<file path="config.mk">
export PLATFORM = sky130hd
export DESIGN_NAME = acc_drain
export DESIGN_NICKNAME = d
export VERILOG_FILES = /design/src/rtl/acc_drain.sv
export SDC_FILE = /design/constraint.sdc
export NUM_CORES = 1
export LEC_CHECK = 0
export ABC_CLOCK_PERIOD_IN_PS = 3100
export CAP_MARGIN = 20
export CELL_PAD_IN_SITES_DETAIL_PLACEMENT = 1
export CELL_PAD_IN_SITES_GLOBAL_PLACEMENT = 1
export CORE_MARGIN = 5
export CORE_UTILIZATION = 36
export CTS_CLUSTER_DIAMETER = 50
export DETAILED_ROUTE_END_ITERATION = 7
export PLACE_DENSITY = 0.87
export SYNTH_ARGS = -nofsm -noshare
export SYNTH_HDL_FRONTEND = slang
export SYNTH_SLANG_ARGS = --single-unit
</file>
<file path="constraint.sdc">
create_clock -name clk -period 3.1 [get_ports clk]
set_input_delay 0.62 -clock clk [delete_from_list [all_inputs] [get_ports clk]]
set_output_delay 0.62 -clock clk [all_outputs]
set_load 0.005 [all_outputs]
</file>
<file path="src/rtl/acc_drain.sv">
// acc_drain
//   Captures an accumulator word on request, reloads the accumulator on the
//   same edge, and streams the captured word out LSB chunk first over a
//   valid/ready handshake. The chunk count (1, 2 or 4) is selected by mode;
//   accumulator bits above the selected count are discarded.
//
// Ports
//   clk       : clock, all state changes on its rising edge
//   rst       : synchronous active-high reset
//   start     : request to capture and drain acc_val (honoured in IDLE only)
//   mode      : chunk count select, 00=1, 01=2, 10/11=4
//   acc_val   : current accumulator value
//   acc_cset  : reload strobe to the accumulator, same edge as the capture
//   busy      : drain in progress
//   out_data  : current chunk (zero while idle)
//   out_valid : out_data holds a valid chunk
//   out_ready : consumer accepts the chunk
//   out_last  : current chunk is the final one
//   done      : one-cycle pulse in the cycle after the final handshake
module acc_drain #(
    parameter int MAC_MIN_WIDTH = 8,
    parameter int MAC_ACC_WIDTH = 4 * MAC_MIN_WIDTH
) (
    input  logic                     clk,
    input  logic                     rst,
    input  logic                     start,
    input  logic [1:0]               mode,
    input  logic [MAC_ACC_WIDTH-1:0] acc_val,
    output logic                     acc_cset,
    output logic                     busy,
    output logic [MAC_MIN_WIDTH-1:0] out_data,
    output logic                     out_valid,
    input  logic                     out_ready,
    output logic                     out_last,
    output logic                     done
);

    typedef enum logic {
        IDLE = 1'b0,
        SEND = 1'b1
    } state_t;

    state_t                   state_q, state_d;
    logic [MAC_ACC_WIDTH-1:0] shreg_q;
    logic [2:0]               cnt_q;
    logic                     done_q;

    logic                     capture;
    logic                     handshake;
    logic                     final_hs;
    logic [2:0]               chunks_dec;

    // Chunk count decode; both upper encodings select the full four chunks.
    always_comb begin
        chunks_dec = 3'd4;
        case (mode)
            2'b00:   chunks_dec = 3'd1;
            2'b01:   chunks_dec = 3'd2;
            default: chunks_dec = 3'd4;
        endcase
    end

    // State register
    always_ff @(posedge clk) begin
        if (rst) begin
            state_q <= IDLE;
        end else begin
            state_q <= state_d;
        end
    end

    // Next state and outputs
    always_comb begin
        state_d   = state_q;
        capture   = 1'b0;
        handshake = 1'b0;
        final_hs  = 1'b0;
        busy      = 1'b0;
        out_valid = 1'b0;
        out_last  = 1'b0;
        out_data  = '0;
        case (state_q)
            IDLE: begin
                // rst gating keeps the accumulator from reloading while
                // the capture itself is suppressed by reset.
                capture = start & ~rst;
                if (capture) begin
                    state_d = SEND;
                end
            end
            SEND: begin
                busy      = 1'b1;
                out_valid = 1'b1;
                out_data  = shreg_q[MAC_MIN_WIDTH-1:0];
                out_last  = (cnt_q == 3'd1);
                handshake = out_ready;
                final_hs  = out_ready & (cnt_q == 3'd1);
                if (final_hs) begin
                    state_d = IDLE;
                end
            end
            default: begin
                state_d = IDLE;
            end
        endcase
    end

    assign acc_cset = capture;
    assign done     = done_q;

    // Shift register, remaining-chunk counter and registered done pulse
    always_ff @(posedge clk) begin
        if (rst) begin
            shreg_q <= '0;
            cnt_q   <= '0;
            done_q  <= 1'b0;
        end else begin
            done_q <= final_hs;
            if (capture) begin
                shreg_q <= acc_val;
                cnt_q   <= chunks_dec;
            end else if (handshake) begin
                shreg_q <= shreg_q >> MAC_MIN_WIDTH;
                cnt_q   <= cnt_q - 3'd1;
            end
        end
    end

endmodule

</file>
Yosys cells after proc, flatten, opt, wreduce, memory -nomap -nowiden --
Cells that the tools add are included.
Word-level totals: register bits 37, input bits 38, output and inout port bits 13, word-level logic and storage cells 27
Operators by class: add/subtract/negate cells 1, equality and inequality tests 2, multiplexer cells 13, bitwise logic cells 4, reductions and logical operators 3
Operators by type and width (number):
- $mux 32 | 2
- $mux 8 | 1
- $mux 1 | 6
- $mux 3 | 2
- $pmux 3 s2 | 1
- $eq 3x1->1 const B | 1
- $sub 3x1->3 const B | 1
- $and 1x1->1 | 2
- $eq 2x1->1 const B | 1
- $logic_not 2->1 | 1
- $not 1->1 | 2
- $pmux 1 s2 | 1
- $reduce_bool 2->1 | 1
- $reduce_or 2->1 | 1

Logic depth before layout (Yosys ltp) --
word-level depth 4, depth in mapped cells 6, gate-level depth less buffers 5

Least setup slack after synthesis --
OpenSTA, ideal clock, no wires.
path kind input-to-output, start point input port rst, end point output port acc_cset, data arrival time 1.309 ns, required time 2.480 ns, path slack 1.171 ns, stages 4, buffers on the path 2, path through or3b_1 -> buf_6 -> inv_8 -> buf_6
Between the ends: cells in the longest elaborated chain, start to end 3
Ends and longest elaborated chain:
- from (decl) | line 25 | input logic rst,
- $not 1->1 | line 86 | capture = start & ~rst;
- $and 1x1->1 | line 86
- $mux 1 | line 82 | case (state_q)
- to (decl) | line 29 | output logic acc_cset,
No other way between the ends.

Final worst setup path --
start point input port start, end point output port acc_cset
Between the ends: cells in the longest elaborated chain, start to end 2
Ends and longest elaborated chain:
- from (decl) | line 26 | input logic start,
- $and 1x1->1 | line 86
- $mux 1 | line 82
No other way between the ends.

==> summary.md <==
| Metric | Value |
|---|---|
| Max-cap violations | 0 |
| Skew final | 0.003266 ns |
| FP Rows | 24 |
| CTS max path bufs | 2 |
| Hold Fails Final Rpt | 0 |
| Crit start category | input port |
| Yosys cell types | 27 |
| # setup viols final | 0 |
| First-pass GRT wire length | 7410 µm |
| Asr flop ratio synth | 0% |
| VDD IR max | 0.2053 mV |
| Min-Delay Path Class | register to register |
| Hold Path Depth | 2 |
| DRT iter0 DRCs | 89 |
| Routed vias | 1562 |
| Setup bufs post-CTS | 0 |
| Most used DFF post-synth | dfxtp_1 |
| Cell type with the largest total area after synthesis | dfxtp_1 |
| DRC Markers | 0 |
| Area of the core | 4414 µm² |
| Synth Register Bits | 37 |
| CTS Buf Count | 5 |
| Post-synth top cells | dfxtp_1 (37), a21oi_1 (33), nand3_1 (23) |
| Largest net degree at the start of global routing | 38 |
| Syn avg cell area | 8.509 µm² |
| PortBufs | 50 |
| CTS tree | yes |
| Cts hold-fix bufs | 0 |
| Vias/cell | 5.368 |
| Worst r2r src | state_q |
| Fin area | 2237 µm² |
| EDFF count, synth | 0 |
| Yosys warns | 0 |
| Area grow syn2layout | 34.13% |
| Antenna violations before repair | 0 |
| Final period utilization | 89.84% |
| Worst slew margin | 61.68% |
| # clock sinks | 37 |
| Critical Path RT | 2.48 ns |
| Pins over their slew limit | 0 |
| Total Wirelength | 4527 µm |
| Crit. End Element | output port |
| Worst-margin pin slew | 0.5740 ns |
| R2R depth | 5 |
| Sum Neg Setup Slack | 0 ns |
| Initial core utilization | 37.78% |
| Htree depth | 2 |
| Clock transition at path regs | 0.07 ns |
| Sequential fraction of the synthesis area | 44.41% |
| Most frequent cell after synthesis | dfxtp_1 |
| IO Count | 51 |
| Worst EP arrival | 2.16 ns |
| Area post-placement | 2151 µm² |
| HPWL Detailed | 2978 µm |
| Drt pass-1 iters | 5 |
| Reg-to-reg endpoint | shreg_q[1] |
| Mapped Cells | 196 |
| Crit path kind | input port to output port |
| Clock Latency Late Sink | 0.29 ns |
| F_max | 0.3591 GHz |
| Nets | 279 |
| Die width | 78.07 µm |
| Worst hold path startpoint | shreg_q[7] |
| Outcome | complete, no violations |
| Worst Path Max Fanout | 2 |
| Post-Place Setup Slack | 0.3243 ns |
| Post-cts repair resize count | 0 |
| Grt total ovfl | 0 |
| RSZ-0062 raised after global routing | false |
| Tot GR Track Use | 15.10% |
| Worst Hold Path EP | shreg_q[7] |
| Chip Height | 78.07 µm |
| GP Congestion | 0.7589 |
| Vias in the first global route | 1478 |
| Mapped Area | 1668 µm² |
| Lkg Pwr | 0.7776 nW |
| Yosys top cell area share | 44.41% |
| Largest cells by area after synthesis | dfxtp_1 (44%), a21oi_1 (9.9%), nand3_1 (6.9%) |
| Synth Net Count | 236 |
| Setup WS post-layout | 0.3150 ns |
| Root buf cell | clkbuf_8 |
| Avg WL per Cell | 15.56 µm |
| Layout cell share with drive strength beyond 1 | 7.531% |
| Minimum clock period | 2.785 ns |
| Die area | 6094 µm² |
| Antenna Cells | 0 |
| P per Cell Area | 458.3 nW/µm² |
| R2R Setup Slk | 1.17 ns |
| Antenna Violating Nets Remaining | 0 |
-- power by group --
group / switching [mW] / internal [mW]
clock network: 0.164 / 0.176
registers: 0.0189 / 0.503
logic: 0.0750 / 0.0885
-- worst max path at each step --
stage / slack [ns] / to / start / cells past startpoint
2_1_floorplan: 1.17 / acc_cset / rst / 4
3_3_place_gp: 0.32 / acc_cset / start / 4
3_5_place_dp: 0.32 / acc_cset / start / 4
4_1_cts: 0.32 / acc_cset / start / 4
5_1_grt: 0.27 / acc_cset / start / 4
6_report: 0.32 / acc_cset / start / 4
-- cells in the final DEF (no fill, tap or decap), drive strengths merged, types with 2 or more instances in the layout --
master / netlist / final
a211oi: 12 / 12
a21oi: 33 / 33
a22oi: 13 / 13
and2: 9 / 9
buf: 14 / 5
clkbuf: 5 / 7
clkdlybuf4s50: 0 / 50
dfxtp: 37 / 37
ha: 2 / 2
inv: 4 / 4
nand2: 21 / 21
nand3: 23 / 23
nor2: 14 / 14
-- critical path: stages --
cell and delay (ns):
clkdlybuf4s50_1 0.47, or3b_1 0.48, inv_8 0.10, clkdlybuf4s50_1 0.50
-- per-stage QoR --
stage,hold slack (ns),utilization (%),cells,power (mW)
2_1_floorplan,0.4371,-,196,0.6202
3_3_place_gp,0.4463,48.72,284,0.6930
3_5_place_dp,0.4561,48.72,284,0.6966
4_1_cts,0.4641,50.68,291,1.038
5_1_grt,0.4781,50.68,291,1.079
6_report,0.4616,50.68,291,1.025
-- final cells by class --
class	count	area, µm²
Sequential cell	37	740.7
Multi-Input combinational cell	136	784.5
Tap cell	52	65.06
Clock buffer	7	86.33
Fill cell	538	2177
Timing Repair Buffer	55	538.0
Inverter	4	22.52
-- registers in the layout, indices dropped and copies added (netlist names) --
register	cells
done	1
cnt_q	3
state_q	1
shreg_q	32
-- kinds of logic (layout without fill, tap and decap cells) --
kind of cell | Yosys count | after routing | synth area share [%]
compound gates | 61 | 61 | 24.46
xor+xnor | 1 | 1 | 0.5252
fa+ha+maj | 2 | 2 | 1.500
buf+inv | 23 | 66 | 8.552
flops | 37 | 37 | 44.41
simple gates | 72 | 72 | 20.56
-- layer usage --
metal / share of wire, % / track usage [%]
met4: 1.8 / 5.574
met1: 46 / 20.47
met3: 5.1 / 4.119
met2: 47 / 22.93
met5: 0 / 0
No activity file was read; power rests on OpenSTA's default activity.
